**src/rtl/sam_con_frame_sink.sv**
```systemverilog
// Receive side of the SAM_Con output stream: buffers Last-delimited words in a
// first-word fall-through FIFO and tracks frame length, completion and overflow.
module sam_con_frame_sink #(
  parameter int DATA_WIDTH = 32,
  parameter int DEPTH      = 16,
  parameter int LEN_W      = 16
) (
  input  logic                    Clk,
  input  logic                    Rst,
  input  logic [DATA_WIDTH-1:0]   Data_In,
  input  logic                    Data_Valid,
  input  logic                    Last_Data_In,
  output logic [DATA_WIDTH-1:0]   Rd_Data,
  output logic                    Rd_Last,
  output logic                    Rd_Valid,
  input  logic                    Rd_Ready,
  output logic [$clog2(DEPTH):0]  Fill,
  output logic [LEN_W-1:0]        Frame_Len,
  output logic                    Frame_Done,
  output logic                    Drop_Frame,
  output logic                    Overflow,
  input  logic                    Clr_Overflow
);

  localparam int AW = $clog2(DEPTH);
  localparam logic [AW:0]       FULL_C  = (AW+1)'(DEPTH);
  localparam logic [LEN_W-1:0]  CNT_MAX = {LEN_W{1'b1}};

  typedef enum logic [1:0] {
    IDLE    = 2'd0,
    CAPTURE = 2'd1,
    DISCARD = 2'd2
  } state_e;

  state_e                state_q, state_d;
  logic [DATA_WIDTH:0]   mem_q [DEPTH];
  logic [AW-1:0]         wr_ptr_q, wr_ptr_d, rd_ptr_q, rd_ptr_d;
  logic [AW:0]           fill_q, fill_d;
  logic [LEN_W-1:0]      cnt_q, cnt_d, len_q, len_d, cnt_inc_s;
  logic                  done_q, done_d, drop_q, drop_d, ovf_q, ovf_d;
  logic                  pop_s, accept_s, push_s, ovf_set_s;

  // A full FIFO can still accept a word when the head is popped the same cycle.
  assign pop_s    = (fill_q != (AW+1)'(0)) & Rd_Ready;
  assign accept_s = (fill_q != FULL_C) | pop_s;

  always_comb begin
    state_d   = state_q;
    cnt_d     = cnt_q;
    len_d     = len_q;
    done_d    = 1'b0;
    drop_d    = 1'b0;
    push_s    = 1'b0;
    ovf_set_s = 1'b0;
    if (state_q == CAPTURE) begin
      cnt_inc_s = (cnt_q == CNT_MAX) ? cnt_q : cnt_q + LEN_W'(1);
    end else begin
      cnt_inc_s = LEN_W'(1);
    end
    if (Data_Valid) begin
      case (state_q)
        IDLE, CAPTURE: begin
          if (accept_s) begin
            push_s = 1'b1;
            if (Last_Data_In) begin
              state_d = IDLE;
              len_d   = cnt_inc_s;
              done_d  = 1'b1;
              cnt_d   = LEN_W'(0);
            end else begin
              state_d = CAPTURE;
              cnt_d   = cnt_inc_s;
            end
          end else begin
            ovf_set_s = 1'b1;
            cnt_d     = LEN_W'(0);
            if (Last_Data_In) begin
              state_d = IDLE;
              drop_d  = 1'b1;
            end else begin
              state_d = DISCARD;
            end
          end
        end
        DISCARD: begin
          if (Last_Data_In) begin
            state_d = IDLE;
            drop_d  = 1'b1;
          end else begin
            state_d = DISCARD;
          end
        end
        default: begin
          state_d = IDLE;
          cnt_d   = LEN_W'(0);
        end
      endcase
    end else begin
      state_d = state_q;
    end
    if (ovf_set_s) begin
      ovf_d = 1'b1;
    end else if (Clr_Overflow) begin
      ovf_d = 1'b0;
    end else begin
      ovf_d = ovf_q;
    end
  end

  always_comb begin
    wr_ptr_d = push_s ? wr_ptr_q + AW'(1) : wr_ptr_q;
    rd_ptr_d = pop_s  ? rd_ptr_q + AW'(1) : rd_ptr_q;
    case ({push_s, pop_s})
      2'b10:   fill_d = fill_q + (AW+1)'(1);
      2'b01:   fill_d = fill_q - (AW+1)'(1);
      default: fill_d = fill_q;
    endcase
  end

  always_ff @(posedge Clk or negedge Rst) begin
    if (!Rst) begin
      state_q  <= IDLE;
      wr_ptr_q <= AW'(0);
      rd_ptr_q <= AW'(0);
      fill_q   <= (AW+1)'(0);
      cnt_q    <= LEN_W'(0);
      len_q    <= LEN_W'(0);
      done_q   <= 1'b0;
      drop_q   <= 1'b0;
      ovf_q    <= 1'b0;
    end else begin
      state_q  <= state_d;
      wr_ptr_q <= wr_ptr_d;
      rd_ptr_q <= rd_ptr_d;
      fill_q   <= fill_d;
      cnt_q    <= cnt_d;
      len_q    <= len_d;
      done_q   <= done_d;
      drop_q   <= drop_d;
      ovf_q    <= ovf_d;
    end
  end

  // Storage needs no reset: entries are only read while Fill says they are valid.
  always_ff @(posedge Clk) begin
    if (push_s) begin
      mem_q[wr_ptr_q] <= {Last_Data_In, Data_In};
    end
  end

  assign Rd_Valid   = (fill_q != (AW+1)'(0));
  assign Rd_Data    = Rd_Valid ? mem_q[rd_ptr_q][DATA_WIDTH-1:0] : {DATA_WIDTH{1'b0}};
  assign Rd_Last    = Rd_Valid & mem_q[rd_ptr_q][DATA_WIDTH];
  assign Fill       = fill_q;
  assign Frame_Len  = len_q;
  assign Frame_Done = done_q;
  assign Drop_Frame = drop_q;
  assign Overflow   = ovf_q;

endmodule
```
**config.mk**
```make
export PLATFORM = sky130hd
export DESIGN_NAME = sam_con_frame_sink
export DESIGN_NICKNAME = d
export VERILOG_FILES = /design/src/rtl/sam_con_frame_sink.sv
export SDC_FILE = /design/constraint.sdc
export NUM_CORES = 1
export LEC_CHECK = 0
export BUFFER_PORTS_ARGS = -buffer_cell sky130_fd_sc_hd__buf_2
export CAP_MARGIN = 30
export CORE_MARGIN = 2
export CORE_UTILIZATION = 55
export DETAILED_ROUTE_END_ITERATION = 16
export PLACE_DENSITY = 0.72
export SYNTH_ARGS = -nofsm -noshare
export SYNTH_HDL_FRONTEND = slang
export SYNTH_SLANG_ARGS = --single-unit
```
**constraint.sdc**
```tcl
create_clock -name Clk -period 4.84 [get_ports Clk]
set_input_delay 0.242 -clock Clk [delete_from_list [all_inputs] [get_ports Clk]]
set_output_delay 0.242 -clock Clk [all_outputs]
set_load 0.02 [all_outputs]
```
### Word level (Yosys, flattened, before mapping)

Memory sizes are Yosys's and may differ from the RTL's.
Cells that the tools add are included.

* add/sub/neg operators: 5
* multiply operators: 0
* divide/modulo/power cells: 0
* $lt $le $gt $ge: 0
* eq/ne operators: 6
* shift-type cells: 0
* mux-type cells: 28
* bitwise operators: 4
* reduce and logical (&&, ||, !) cells: 7

Operators by type and width (number)
* 16-bit 2-to-1 mux: 4
* 32-bit 2-to-1 mux: 1
* 16-bit case mux with 2 select lines: 1
* 1-bit 2-to-1 mux: 17
* 16-bit by 1-bit adder with 16-bit output (second input constant): 1
* 16-bit == test (second input constant): 1
* 5-bit case mux with 2 select lines: 1
* 4-bit by 1-bit adder with 4-bit output (second input constant): 2
* 5-bit by 1-bit adder with 5-bit output (second input constant): 1
* 5-bit != test (second input constant): 1
* 5-bit nonzero test: 1
* 5-bit by 1-bit subtractor with 5-bit output (second input constant): 1
* 2-bit by 1-bit == test with 1-bit output (second input constant): 2
* 2-bit == test (second input constant): 2
* 2-bit 2-to-1 mux: 2
* 2-bit case mux with 2 select lines: 1
* 4-bit AND reduction: 1
* 2-bit nonzero test: 2
* 1-bit bitwise AND: 2
* 2-bit logical NOT: 1
* 1-bit case mux with 2 select lines: 1
* 2-bit AND reduction: 1
* 2-bit OR reduction: 1
* 1-bit inverter: 1
* 1-bit bitwise OR: 1

* bits in registers: 50
* latch bits: 0
* memory bits (writable): 528
* ROM bits: 0
* input bits: 38
* word-level logic and storage cells: 60
* memories kept: 1

Memories
* mem_q: depth 16, width 33, rd ports 1, clocked after memory_dff 0, wr ports 1, RTL line 36 `logic [DATA_WIDTH:0] mem_q [DEPTH];`

### Longest topological paths before layout

Gate-level depths: netlist of the first run.

* depth in word-level cells: 8
* mapped depth: 14
* mapped depth without buffers: 11

### Worst setup path after synthesis of the first run

No wires, ideal clock.

* path type: register to register
* start: register fill_q[2], in the netlist Fill[2]
* end: memory mem_q[5][0] (netlist bit), enable pin
* library setup time: 471 ps
* data arrival time: 3838 ps
* data required time: 4369 ps
* setup slack: 531 ps
* stages on the path, launching flop included: 7
* buffers on the path: 2
* cell sequence: dfrtp_1 -> buf_2 -> or4_4 -> o21ba_2 -> clkbuf_1 -> nand2_1 -> nor3b_1

* longest elaborated chain between the ends: 8
* elaborated cells between the ends (all ways): 9
* those cells by class: eq/ne (1); mux (5); bitwise (2); reduce/logical (1)

RTL lines
* from (decl): RTL line 38 `logic [AW:0] fill_q, fill_d;`
* from (signal assigned): RTL line 125 `fill_q <= (AW+1)'(0);`
* from (signal assigned): RTL line 135 `fill_q <= fill_d;`
* 5-bit nonzero test: RTL line 44 `assign pop_s = (fill_q != (AW+1)'(0)) & Rd_Ready;`
* 1-bit bitwise AND: RTL line 44
* 1-bit bitwise OR (*): RTL line 45 `assign accept_s = (fill_q != FULL_C) | pop_s;`
* 1-bit 2-to-1 mux (*): RTL line 63 `if (accept_s) begin`
* 1-bit 2-to-1 mux (*): RTL line 61 `case (state_q)`
* 1-bit 2-to-1 mux (*): RTL line 60 `if (Data_Valid) begin`
* 1-bit 2-to-1 mux (*): RTL line 146 `if (push_s) begin`
* 1-bit 2-to-1 mux (implied by the code) (*): RTL line 147 `mem_q[wr_ptr_q] <= {Last_Data_In, Data_In};`
* to (decl): RTL line 36

Mark *: on every way between the ends. The rest lies on a longest branch, timed or not.

### Final worst setup path of the first run

* start: register rd_ptr_q[0]
* end: output port Rd_Data[22]

* longest elaborated chain between the ends: 2

RTL lines
* from (decl): RTL line 37 `logic [AW-1:0] wr_ptr_q, wr_ptr_d, rd_ptr_q, rd_ptr_d;`
* from (signal assigned): RTL line 134 `rd_ptr_q <= rd_ptr_d;`
* memory read 16 x 33 bit
* 32-bit 2-to-1 mux: RTL line 152 `assign Rd_Data = Rd_Valid ? mem_q[rd_ptr_q][DATA_WIDTH-1:0] : {DATA_WIDTH{1'b0}};`
* to (decl): RTL line 13 `output logic [DATA_WIDTH-1:0] Rd_Data,`

Every way passes these cells.

==> run_results.csv, run 1 <==
group,metric,value,unit
power_and_ir_drop,share_comb_of_total_power,28.5,%
clock_tree,cts-root-buf,"clkbuf_16",
drt,drc_errors,0,
logic_synthesis,synthCells,1111,
power_and_ir_drop,vdd_drop_max,0.389,mV
power_and_ir_drop,p_int,10.2,mW
die,rows,74,
die,io_pins,96,
clock_tree,ctsResizeCount,0,
setup_path,critPathCaptureType,"primary output",
global_route,grt_use_met1,30.3,%
drt,via_per_inst,6.09,
logic_synthesis,ys_seq_elements,578,
setup_path,critPathKind,"reg -> out",
setup_path,required,4600,ps
clock_tree,hold_buffers,12,
clock_tree,htree_levels,2,
power_and_ir_drop,power_switching,4.45,mW
clock_tree,path_clk_slew,60,ps
flow_run,max-cap-violations,0,
logic_synthesis,async_reset_ff_share,8.65,%
power_and_ir_drop,p_per_area,565,nW/um^2
logic_synthesis,avgSynthCellArea,20.5,sq um
global_route,grt_pass1_vias,11400,
sta,grt_setup_unrepaired,"false",
cells_and_area,fin_util,63.3,%
clock_tree,cts_sinks,578,
logic_synthesis,ys_warn_count,0,
global_route,grt_pass1_wl,68900,um
logic_synthesis,synth_area,22800,sq um
sta,min_period,3400,ps
die,dieArea,43000,sq um
sta,tns,0,ps
cells_and_area,nets,1295,
clock_tree,cts_buffers,56,
cells_and_area,area_delta_synth_final,13.6,%
place,gp_congestion,0.779,
global_route,gr-max-usage-layer,"met2",
place,portBuffers,95,
sta,maxSlewViolCount,0,
drt,drt-total-wl,44700,um
drt,ant_nets,0,
logic_synthesis,synth.distinct_cells,56,
power_and_ir_drop,netSwitchingFraction,30.5,%
die,die_y,207,um
power_and_ir_drop,p_seq_share,44.0,%
logic_synthesis,synthTopCellsByArea,"edfxtp_1, mux4_2, dfrtp_1, mux2i_1, o22ai_1",
sta,holdWs,27.3,ps
logic_synthesis,synth-edff-count,528,
clock_tree,clkLatencyLatePin,600,ps
global_route,overflow,0,
power_and_ir_drop,pwr-share-clk,27.5,%
sta,clock_skew,13.1,ps
setup_path,worstPathArrival,3160,ps
sta,max_freq,294,MHz
cells_and_area,drive_above_1_share,27.9,%
global_route,use_met2,33.7,%
worst_hold_path,hp-class,"in -> reg",
drt,wl_per_cell,24.5,um
drt,dr_total_vias,11100,
clock_tree,clockBufferDepth,3,
die,core_area,40800,sq um
place,place_area,24000,sq um
sta,relSlewSlack,34.2,%
outcome,status,"completed",
setup_path,cp_max_fo,43,
place,dpl.hpwl,25400,um
drt,dr.pass1.iters,7,
sta,worst_slew_pin_slew,986,ps
logic_synthesis,synth-main-ff-cell,"edfxtp_1",
logic_synthesis,synth_top_area_share,69.7,%
setup_path,reg2reg_setup_slack,1890,ps
sta,finalHoldViolations,0,
die,start_util,55.7,%
logic_synthesis,yosysSeqAreaShare,75.2,%
power_and_ir_drop,leakagePower,8.69,nW
global_route,antenna_found_initial,2,
logic_synthesis,synth_fp_nets,1159,
clock_tree,post_cts_buffers,0,
setup_path,critPathLaunchType,"flop",
die,die_w,207,um
drt,drtIter0Drc,951,
global_route,grtUsageMet3,3.09,%
cells_and_area,finish.instance_area,25800,sq um
sta,setup_viol,0,
global_route,gr-usage-all-layers,21.1,%
global_route,grt_max_degree,54,
logic_synthesis,synth_area_leader_cell,"edfxtp_1",
sta,post-route-period-util,70.3,%
clock_tree,cts_tree,"built",
## worst paths after layout
kind	start	end	depth (start not counted)
worst max-delay path	rd_ptr_q[0]	Rd_Data[22]	5
worst min-delay path	Rd_Ready	rd_ptr_q[0]	3
worst max register to register	Fill[1]	Fill[4]	11
worst min register to register	Frame_Len[14]	Frame_Len[14]	2
max in group asynchronous	Rst	rd_ptr_q[3]	3
min in group asynchronous	Rst	Frame_Len[5]	3
## power by group through the flow
stage          sequential (mW)  clock [mW]  combinational, mW
2_1_floorplan             6.21           0               3.20
3_3_place_gp              6.52           0               4.13
3_5_place_dp              6.54           0               4.21
4_1_cts                   6.44        4.10               4.24
5_1_grt                   6.49        4.30               4.46
6_report                  6.43        4.02               4.17
## cell usage after synthesis (all sizes together), types with 4 or more instances
cell and instances:
nand4 7, edfxtp 528, ha 10, nor3b 4
buf 32, a21oi 20, or3 5, nor3 6
dfrtp 50, xor2 5, nand2b 6, and2 7
inv 13, nand3 5, o21ai 27, nor2 16
o31ai 4, mux2i 69, mux4 132, and3 8
xnor2 16, and4 6, nand2 40, clkbuf 27
o22ai 37
## cells by family (layout without fill, tap and decap cells)
group                      after synthesis  after routing  synth area share, %
DFF                                    578            578                 75.2
muxes                                  203            203                 16.2
and+or+nand+nor                        122            122                 3.08
AOI/OAI and AO/OA                      105            105                 2.80
buffers and inverters                   72            251                 1.39
xor gates and xnor gates                21             21                0.808
adders and majority gates               10             10                0.550
other                                    0              1                    0
## layer usage
| metal | vias to the layer above | wire length, um |
|---|---|---|
| met4 | 2 | 1150 |
| li1 | 4862 | - |
| met5 | - | 13 |
| met3 | 81 | 2310 |
| met2 | 330 | 22100 |
| met1 | 5833 | 19100 |
## critical path: stages (launching register included)
cell and delay [ps]:
dfrtp_4 1010, buf_12 310, mux4_2 530, mux2i_1 280, o22ai_1 160, buf_2 220
## state kept, by name, indices dropped and copies added, names as in the netlist
signal and count:
mem_q 528, Frame_Len 16, cnt_q 16, Fill 5, rd_ptr_q 4, wr_ptr_q 4, state_q 2, Drop_Frame 1
Frame_Done 1, Overflow 1
## per-stage QoR
step	worst slack, ps	std cells	total power, mW
finish	1440	1823	14.6
global route	1240	1823	15.3
CTS	1350	1822	14.8
detailed placement	1910	1709	10.8
global placement	1970	1701	10.7
floorplan	531	1111	9.41
## cell type report
type | instances | area, sq um
Clock inverter | 33 | 230
Timing Repair Buffer | 137 | 958
Clock buffer | 68 | 1450
Antenna cell | 1 | 2.50
Sequential cell | 578 | 17100
Inverter | 13 | 48.8
Fill cell | 2785 | 15000
Multi-Input combinational cell | 461 | 5380
Tap cell | 532 | 666
## cells in the final DEF (no fill, tap or decap), drive strengths merged, types with 8 or more instances in the layout
cell type      n
o21ai         27
mux2i         69
mux4         132
dlygate4sd3   12
dfrtp         50
and3           8
xnor2         16
clkbuf        68
nor2          16
edfxtp       528
nand2         40
a21oi         20
buf          125
inv           14
ha            10
o22ai         37
clkinv        28
Power figures use the tool's default switching activity.
==> run 2: changes to the inputs <==
--- a/config.mk
+++ b/config.mk
@@ -10,7 +10,7 @@
 export CORE_MARGIN = 2
 export CORE_UTILIZATION = 55
 export DETAILED_ROUTE_END_ITERATION = 16
-export PLACE_DENSITY = 0.72
+export PLACE_DENSITY = 0.75
 export SYNTH_ARGS = -nofsm -noshare
 export SYNTH_HDL_FRONTEND = slang
 export SYNTH_SLANG_ARGS = --single-unit
==> constraint.sdc (replaced) <==
create_clock -name Clk -period 2.8 [get_ports Clk]
set_input_delay 0.14 -clock Clk [delete_from_list [all_inputs] [get_ports Clk]]
set_output_delay 0.14 -clock Clk [all_outputs]
set_load 0.02 [all_outputs]
==> run 2 against run 1 <==
Net effect:
- final area up 2.8%
- global-route usage grew 1.3 points
- sequential share of layout area down 1.8 points
- total power increased by 80%
- via count up 3.5%
- clock skew grew 5.9 ps
- worst hold slack better by 8.9 ps
- clock power is 76% higher
- flip-flop and latch count unchanged
- routed wire length rose by 9.4%
- clock-buffer cell count rose by 3
- die area did not move
- highest routed layer is now met4
==> run_results.csv, run 2 (synthesized netlist as in run 1, its figures left out) <==
group,metric,value,unit
setup_path,critPathKind,"reg -> out",
setup_path,critPathLaunchType,"flop",
place,dpl.hpwl,27000,um
drt,dr_total_vias,11500,
drt,drc_errors,0,
power_and_ir_drop,p_total,26.3,mW
outcome,status,"completed",
cells_and_area,layout_common_cells,"edfxtp_1, mux4_2, buf_2, mux2i_1, clkbuf_16",
power_and_ir_drop,vdd_drop_max,0.645,mV
global_route,grt_pass1_wl,73000,um
global_route,gr-usage-all-layers,22.4,%
setup_path,cp_max_fo,37,
die,rows,74,
drt,dr.pass1.iters,7,
worst_hold_path,hp-class,"in -> reg",
clock_tree,cts_buffers,55,
cells_and_area,regMostFlops,"mem_q",
die,dieArea,43000,sq um
setup_path,required,2660,ps
place,dp_cells,1729,
sta,setup_viol,0,
die,core_area,40800,sq um
flow_run,max-cap-violations,0,
global_route,antenna_found_initial,0,
drt,drt-total-wl,48900,um
clock_tree,clkLatencyLatePin,610,ps
sta,relSlewSlack,34.9,%
sta,clock_skew,19.1,ps
sta,worst_slew_pin_slew,975,ps
clock_tree,path_clk_slew,70,ps
place,portBuffers,95,
die,die_y,207,um
cells_and_area,nets,1342,
cells_and_area,layout_commonest_cell,"edfxtp_1",
clock_tree,clockBufferDepth,3,
cells_and_area,fin_util,65.1,%
power_and_ir_drop,p_per_area,989,nW/um^2
clock_tree,htree_levels,2,
global_route,overflow,0,
sta,min_period,2750,ps
sta,finalHoldViolations,0,
cells_and_area,fill_cells,2647,
sta,holdWs,36.3,ps
clock_tree,cts_tree,"built",
drt,wl_per_cell,26.1,um
die,die_w,207,um
cells_and_area,drive_above_1_share,29.3,%
power_and_ir_drop,leakagePower,9.02,nW
sta,post-route-period-util,98.0,%
setup_path,worstPathArrival,2610,ps
cells_and_area,stdcell_count,1871,
global_route,grt_max_degree,38,
die,io_pins,96,
place,gp_congestion,0.856,
setup_path,critPathCaptureType,"primary output",
cells_and_area,largest_reg_flops,528,
clock_tree,cts_sinks,578,
global_route,grt_pass1_vias,11900,
drt,drtIter0Drc,1156,
sta,grt_setup_unrepaired,"true",
clock_tree,cts-root-buf,"clkbuf_16",
sta,max_freq,364,MHz
sta,maxSlewViolCount,0,
cells_and_area,area_delta_synth_final,16.8,%
die,start_util,55.7,%
drt,via_per_inst,6.15,
drt,ant_nets,0,
==> run 2: cell types whose count changed in the layout (fill, tap and decap cells not counted), sizes merged <==
cell,before,now
bufinv,3,4
clkbuf,68,74
dlygate4sd3,12,37
buf,125,145
inv,14,13
clkinv,28,25
==> run 2: per-layer routing <==
| layer | GRT usage, % | up-vias | routed length, um |
|---|---|---|---|
| met5 | 0 | - | 0 |
| met4 | 6.53 | 0 | 875 |
| met3 | 3.01 | 66 | 3290 |
| met2 | 36.8 | 431 | 24900 |
| met1 | 31.9 | 6043 | 19800 |
| li1 | - | 4961 | - |
==> run 2: stage by stage <==
stage	setup slack, ps	setup TNS [ps]	cell area, sq um
2_1_floorplan	-334	-42450	22800
4_1_cts	22.4	0	26500
5_1_grt	-24.4	-249	26600
3_5_place_dp	126	0	24400
6_report	54.6	0	26600
3_3_place_gp	128	0	24400
==> run 2: final timing paths <==
kind                            cells after the start  slack, ps            to          from
max in group asynchronous                           3       1940  Frame_Len[4]           Rst
worst min register to register                      2        480  Frame_Len[9]  Frame_Len[9]
min in group asynchronous                           2        170  Frame_Len[9]           Rst
worst max register to register                      7        100  mem_q[0][25]    state_q[1]
worst max-delay path                                5         50   Rd_Data[20]   rd_ptr_q[0]
worst min-delay path                                1         40  mem_q[2][32]  Last_Data_In
==> run 2: report_power, final <==
group | total [mW] | internal (mW) | switching, mW
clock network | 7.06 | 4.02 | 3.04
logic | 8.37 | 3.84 | 4.53
registers | 10.9 | 10.3 | 0.525
total | 26.3 | 18.2 | 8.09
==> run 2: critical path, cell delays in order, from the launching register on <==
cell	delay (ps)
dfrtp_4	520
buf_16	290
mux4_2	550
mux2i_1	240
o22ai_1	180
buf_2	190
==> run 2: area by class of cell <==
cell class	instances	area (sq um)	share of cell area, %
Clock buffer	71	1460	5.48
Multi-Input combinational cell	461	5440	20.5
Sequential cell	578	17100	64.4
Timing Repair Buffer	185	1600	6.02
Clock inverter	30	243	0.913
Antenna cell	1	2.50	0.00941
Tap cell	532	666	2.50
Inverter	13	52.6	0.198
==> run 2: what timing repair did <==
action                                 4_1_cts  5_1_grt
gates resized for setup                      0        7
hold buffers                                37        0
setup endpoints to repair                    0        7
endpoints found under the hold margin      550        0
setup buffers                                0        0
